## config.mk

```make
export PLATFORM = sky130hd
export DESIGN_NAME = uart_rx_frame_ctrl
export DESIGN_NICKNAME = d
export VERILOG_FILES = /design/src/rtl/uart_rx_frame_ctrl.sv
export SDC_FILE = /design/constraint.sdc
export NUM_CORES = 1
export LEC_CHECK = 0
export CAP_MARGIN = 20
export CELL_PAD_IN_SITES_DETAIL_PLACEMENT = 0
export CELL_PAD_IN_SITES_GLOBAL_PLACEMENT = 1
export CORE_UTILIZATION = 41
export DETAILED_ROUTE_END_ITERATION = 10
export GPL_ROUTABILITY_DRIVEN = 0
export PLACE_DENSITY_LB_ADDON = 0.1
export SETUP_SLACK_MARGIN = 0.5
export SLEW_MARGIN = 20
export SYNTH_ARGS = -nofsm -noshare
export SYNTH_HDL_FRONTEND = slang
export SYNTH_SLANG_ARGS = --single-unit
```

## constraint.sdc

```tcl
create_clock -name clk -period 1.7 [get_ports clk]
set_input_delay 0.255 -clock clk [delete_from_list [all_inputs] [get_ports clk]]
set_output_delay 0.255 -clock clk [all_outputs]
set_load 0.005 [all_outputs]
```

## src/rtl/uart_rx_frame_ctrl.sv

```systemverilog
// UART receive frame controller: sequences start/data/parity/stop fields from the
// oversampling sampler's bit strobes into a one-entry holding register with error flags.
module uart_rx_frame_ctrl #(
    parameter int DATA_BITS  = 8,
    parameter int PARITY_EN  = 0,
    parameter int PARITY_ODD = 0,
    parameter int STOP_BITS  = 1
) (
    input  logic                 clk,
    input  logic                 rst,
    input  logic                 en,
    input  logic                 smp_bit,
    input  logic                 smp_valid,
    output logic                 smp_stop,
    output logic [DATA_BITS-1:0] rx_data,
    output logic                 rx_valid,
    input  logic                 rx_ready,
    output logic                 frame_err,
    output logic                 parity_err,
    output logic                 overrun_err,
    input  logic                 err_clr
);
    localparam int CW  = $clog2(DATA_BITS + 1);
    localparam int SCW = $clog2(STOP_BITS + 1);
    localparam logic P_ODD = (PARITY_ODD != 0);

    typedef enum logic [2:0] {IDLE, START, DATA, PARITY, STOP, DONE} state_t;

    state_t               state, state_nxt;
    logic                 stop_nxt;
    logic [CW-1:0]        cnt;
    logic [SCW-1:0]       scnt;
    logic [DATA_BITS-1:0] shreg;
    logic                 data_xor;
    logic                 perr_frame;
    logic                 ferr_frame;
    logic                 load;
    logic                 ovr_set;

    always_comb begin
        state_nxt = state;
        stop_nxt  = 1'b0;
        case (state)
            IDLE:   if (en) state_nxt = START;
            START:
                if (smp_valid) begin
                    if (!smp_bit) begin
                        state_nxt = DATA;
                    end else begin
                        stop_nxt  = 1'b1;
                        state_nxt = IDLE;
                    end
                end
            DATA:
                if (smp_valid && cnt == CW'(DATA_BITS - 1))
                    state_nxt = (PARITY_EN != 0) ? PARITY : STOP;
            PARITY: if (smp_valid) state_nxt = STOP;
            STOP:
                // smp_stop is raised while in DONE so it can never abut a false-start pulse
                if (smp_valid && scnt == SCW'(STOP_BITS - 1)) begin
                    stop_nxt  = 1'b1;
                    state_nxt = DONE;
                end
            DONE:    state_nxt = en ? START : IDLE;
            default: state_nxt = IDLE;
        endcase
    end

    assign load    = (state == DONE);
    assign ovr_set = load && rx_valid && !rx_ready;

    always_ff @(posedge clk) begin
        if (rst) begin
            state       <= IDLE;
            smp_stop    <= 1'b0;
            cnt         <= '0;
            scnt        <= '0;
            shreg       <= '0;
            data_xor    <= 1'b0;
            perr_frame  <= 1'b0;
            ferr_frame  <= 1'b0;
            rx_data     <= '0;
            rx_valid    <= 1'b0;
            frame_err   <= 1'b0;
            parity_err  <= 1'b0;
            overrun_err <= 1'b0;
        end else begin
            state    <= state_nxt;
            smp_stop <= stop_nxt;
            case (state)
                START:
                    if (smp_valid && !smp_bit) begin
                        cnt        <= '0;
                        scnt       <= '0;
                        shreg      <= '0;
                        data_xor   <= 1'b0;
                        perr_frame <= 1'b0;
                        ferr_frame <= 1'b0;
                    end
                DATA:
                    if (smp_valid) begin
                        shreg    <= {smp_bit, shreg[DATA_BITS-1:1]};
                        cnt      <= cnt + 1'b1;
                        data_xor <= data_xor ^ smp_bit;
                    end
                PARITY:
                    if (smp_valid && (smp_bit != (data_xor ^ P_ODD))) perr_frame <= 1'b1;
                STOP:
                    if (smp_valid) begin
                        if (!smp_bit) ferr_frame <= 1'b1;
                        scnt <= scnt + 1'b1;
                    end
                default: ;
            endcase

            // A load with a same-cycle accept replaces the word; without one it is an overrun.
            if (load) begin
                if (!ovr_set) begin
                    rx_data  <= shreg;
                    rx_valid <= 1'b1;
                end
            end else if (rx_valid && rx_ready) begin
                rx_valid <= 1'b0;
            end

            frame_err   <= (frame_err   & ~err_clr) | (load & ferr_frame);
            parity_err  <= (parity_err  & ~err_clr) | (load & perr_frame);
            overrun_err <= (overrun_err & ~err_clr) | ovr_set;
        end
    end
endmodule

```

==> parameters.txt <==
Parameter                              Value

Run status
  Status ... completed

Power and ir drop
  Switching power as a share of total power ... 27.9%
  Power dissipated by switching net loads ... 0.519 mW
  Sequential Power Share ... 42.7%
  Worst ir drop on vdd ... 0.554 mV
  Combinational power share ... 25.6%
  Clock power frac ... 31.7%
  Internal power ... 1.34 mW
  Pwr Density ... 806 nW/um2
  Static leakage ... 0.830 nW

Hold path
  Type of the tightest min-delay check ... flip-flop to flip-flop

Global routing
  Global-route total usage across every layer ... 22.2%
  Via count of the first global-routing pass ... 1277
  First-pass GRT wire length ... 5950 um
  Pin count of the biggest net entering global routing ... 14
  Initial antenna violation count ... 0
  Remaining global-route overflow ... 0

CTS
  Depth of the CTS H-tree ... 2
  Clock slew at the register clock pins of the worst setup and hold paths ... 0.11 ns
  Buffer depth of the longest clock path ... 2
  Total CTS buffers ... 5
  Clock latency on the worst-skew pair ... 0.34 ns
  CTS Hold Buffers Added ... 0
  Clk root buf ... sky130_fd_sc_hd__clkbuf_4
  TritonCTS clock tree ... done
  TritonCTS sink count ... 32

Timing
  Worst slew margin relative to its limit ... 68.8%
  Unrepaired setup endpoints after global routing ... yes
  Maximum clock skew at final layout ... 0.0109 ns
  Final setup violation count ... 0
  Final critical delay including setup and external delays ... 1.31 ns
  Hold Violations, Final ... 0
  Maximum clock frequency ... 763 MHz
  Final Slew Violations ... 0
  Actual transition at the worst max-transition pin ... 0.468 ns
  Final period utilization ... 77.1%
  Total Negative Setup Slacks ... 0 ns

Worst setup path
  Peak per-stage delay on the critical path ... 0.41 ns
  Data required time at the worst endpoint ... 1.98 ns
  Max Fanout on Critical Path ... 7
  Data arrival time of the worst path ... 1.59 ns
  Worst Setup Path Type ... flip-flop to flip-flop
  Worst path cell trace ... buf_6, buf_6, nand4bb_4, or3_1, a21oi_1
  Slowest cell on the critical path ... sky130_fd_sc_hd__dfxtp_4
  Crit-path most repeated cell ... sky130_fd_sc_hd__buf_6
  Critical path endpoint category ... flip-flop
  Critical Path Start Type ... flip-flop

Layout
  Synthesis-to-finish area growth ... 57.3%
  Number of nets in the final layout ... 219
  Layout Cell Area excl Fill ... 2310 um2
  Antenna diodes ... 0
  Fraction of layout cells with a size suffix above 1 ... 48.6%
  Number of filler cells placed in the layout ... 268

Synthesis
  Library cell with the largest summed area after synthesis ... sky130_fd_sc_hd__dfxtp_1
  Post-Syn Instances ... 156
  Average size of a mapped cell ... 9.41 um2
  Area share of the leading cell type in the synthesized netlist ... 43.6%
  Synthesized Nets ... 164
  Leading post-synthesis cells by cell area ... sky130_fd_sc_hd__dfxtp_1, sky130_fd_sc_hd__a21oi_1, sky130_fd_sc_hd__a32o_1
  #FFs+latches synth ... 32
  Synth warnings ... 0
  Count of distinct cell types in the synthesized netlist ... 43
  Netlist Area Pre-Place ... 1470 um2
  Sequential fraction of the synthesis area ... 43.6%

Route
  Drt drc ... 0
  Length of the first detailed-routing pass in iterations ... 4
  Via-per-instance ratio ... 5.41
  Total number of vias ... 1396
  Detail-routed net length per standard cell ... 16.0 um
  Remaining antenna violation count after routing ... 0
  Routed wire length ... 4140 um
  Iteration-0 DRC count of the detailed router ... 49

Place
  Placed inst area ... 1710 um2
  Port Buf Inserts ... 19
  Dpl hpwl ... 2150 um

Floorplan
  Core ar. ... 3390 um2
  Number of primary I/O pins ... 20
  Horiz. Die Dim ... 61.8 um
  Row count ... 21
  Y dimension of the die ... 61.8 um
  Total Die Area ... 3820 um2
  Effective utilization at floorplan ... 43.3%

Job
  Max-cap viol count ... 0
==> logic make-up (layout without fill, tap and decap cells) <==
group | count (synthesis) | after routing | share of synthesized area, %
XOR/XNOR | 1 | 1 | 0.597
AND/OR/NAND/NOR | 48 | 50 | 21.7
adder cells (fa/ha/maj) | 1 | 1 | 0.852
buffers and inverters | 16 | 70 | 6.31
flip-flops | 32 | 32 | 43.6
multiplexers | 1 | 1 | 0.682
AO/OA/AOI/OAI | 57 | 57 | 26.3
==> placed cells by master (no fill, tap or decap), drive strengths merged, types with 4 or more instances in the layout <==
| cell type | count |
|---|---|
| nor2b | 7 |
| clkdlybuf4s15 | 11 |
| clkdlybuf4s50 | 4 |
| dfxtp | 32 |
| clkbuf | 5 |
| a21oi | 19 |
| a21boi | 4 |
| buf | 38 |
| dlygate4sd2 | 4 |
| nand3 | 10 |
| a32o | 9 |
| nand2 | 4 |
| inv | 5 |
| nor2 | 5 |
| nor3b | 4 |
| o21ai | 15 |
==> sequential cells by signal, indices dropped and copies added, names as in the netlist <==
name         count
data_xor         1
smp_stop         1
parity_err       1
cnt              4
rx_valid         1
shreg            8
rx_data          8
scnt             1
frame_err        1
state            3
overrun_err      1
ferr_frame       1
perr_frame       1
==> synthesized netlist by cell type, drive strengths merged <==
cell	count
dfxtp	32
a21oi	19
o21ai	15
nand3	10
a32o	9
buf	7
nor2b	7
inv	5
nor2	5
a21boi	4
clkbuf	4
nand2	4
nor3b	4
a211oi	3
nand2b	3
and3b	2
nand4bb	2
nor4	2
or3	2
a2111oi	1
a21o	1
a221oi	1
a22o	1
a22oi	1
a41oi	1
and2	1
and2b	1
ha	1
mux2i	1
nand3b	1
nand4b	1
nor4b	1
o21a	1
or3b	1
or4b	1
xor2	1
==> per-layer routing <==
layer / part of all wire, % / global-route usage (%) / up-vias
li1: - / - / 694
met1: 43 / 25.9 / 664
met2: 52 / 39.0 / 33
met3: 3.5 / 3.93 / 5
met4: 1.2 / 10.8 / 0
met5: 0 / 0 / -
==> power groups by stage <==
stage | Clock (mW) | Combinational (mW) | Sequential [mW]
final | 0.590 | 0.476 | 0.795
after global routing | 0.634 | 0.502 | 0.798
after CTS | 0.598 | 0.359 | 0.800
after detailed placement | 0 | 0.192 | 0.831
after global placement | 0 | 0.191 | 0.830
after floorplan | 0 | 0.179 | 0.799
==> worst max-delay path: cells and delay by family (launching register included) <==
kind	cells	cell delay [ns]
compound gates	1	0.13
buf+inv	2	0.21
flops	1	0.41
simple gates	2	0.49
==> final timing paths <==
path	startpoint	to	slack, ns	cells past startpoint
worst min-delay path	rx_data[1]$_SDFFE_PP0P_	rx_data[1]$_SDFFE_PP0P_	0.48	2
worst max-delay path	state[1]$_SDFFE_PP0P_	cnt[3]$_SDFFE_PP0P_	0.39	5
worst max register to register	state[1]$_SDFFE_PP0P_	cnt[3]$_SDFFE_PP0P_	0.39	5
worst min register to register	rx_data[1]$_SDFFE_PP0P_	rx_data[1]$_SDFFE_PP0P_	0.48	2
==> timing repair <==
action                                 CTS  global route
setup endpoints to repair               45            43
endpoints found under the hold margin    0             0
cloned                                   2             0
buffers inserted                        24             6
gates resized for setup                 71            42
pin swaps                               25            25
==> cell type report <==
class                   count  area, um2  area share, %
clock buffers               5       37.5           1.63
clock inverters             3       42.5           1.84
inverters                   5       18.8          0.813
multi-input cells         110        947           41.0
flip-flops and latches     32        668           28.9
well taps                  46       57.6           2.49
repair buffers             57        537           23.3
==> per-stage QoR <==
step / setup slack [ns] / power (mW) / cells / utilization [%] / hold slack [ns]
after floorplan: 0.501 / 0.978 / 156 / - / 0.441
after detailed placement: 0.0558 / 1.02 / 218 / 50.5 / 0.468
after CTS: 0.403 / 1.76 / 252 / 62.9 / 0.481
after global placement: 0.0968 / 1.02 / 218 / 50.5 / 0.460
final: 0.389 / 1.86 / 258 / 68.1 / 0.481
after global routing: 0.338 / 1.93 / 258 / 68.1 / 0.498
Note: power is estimated with default switching activity, not from simulation.
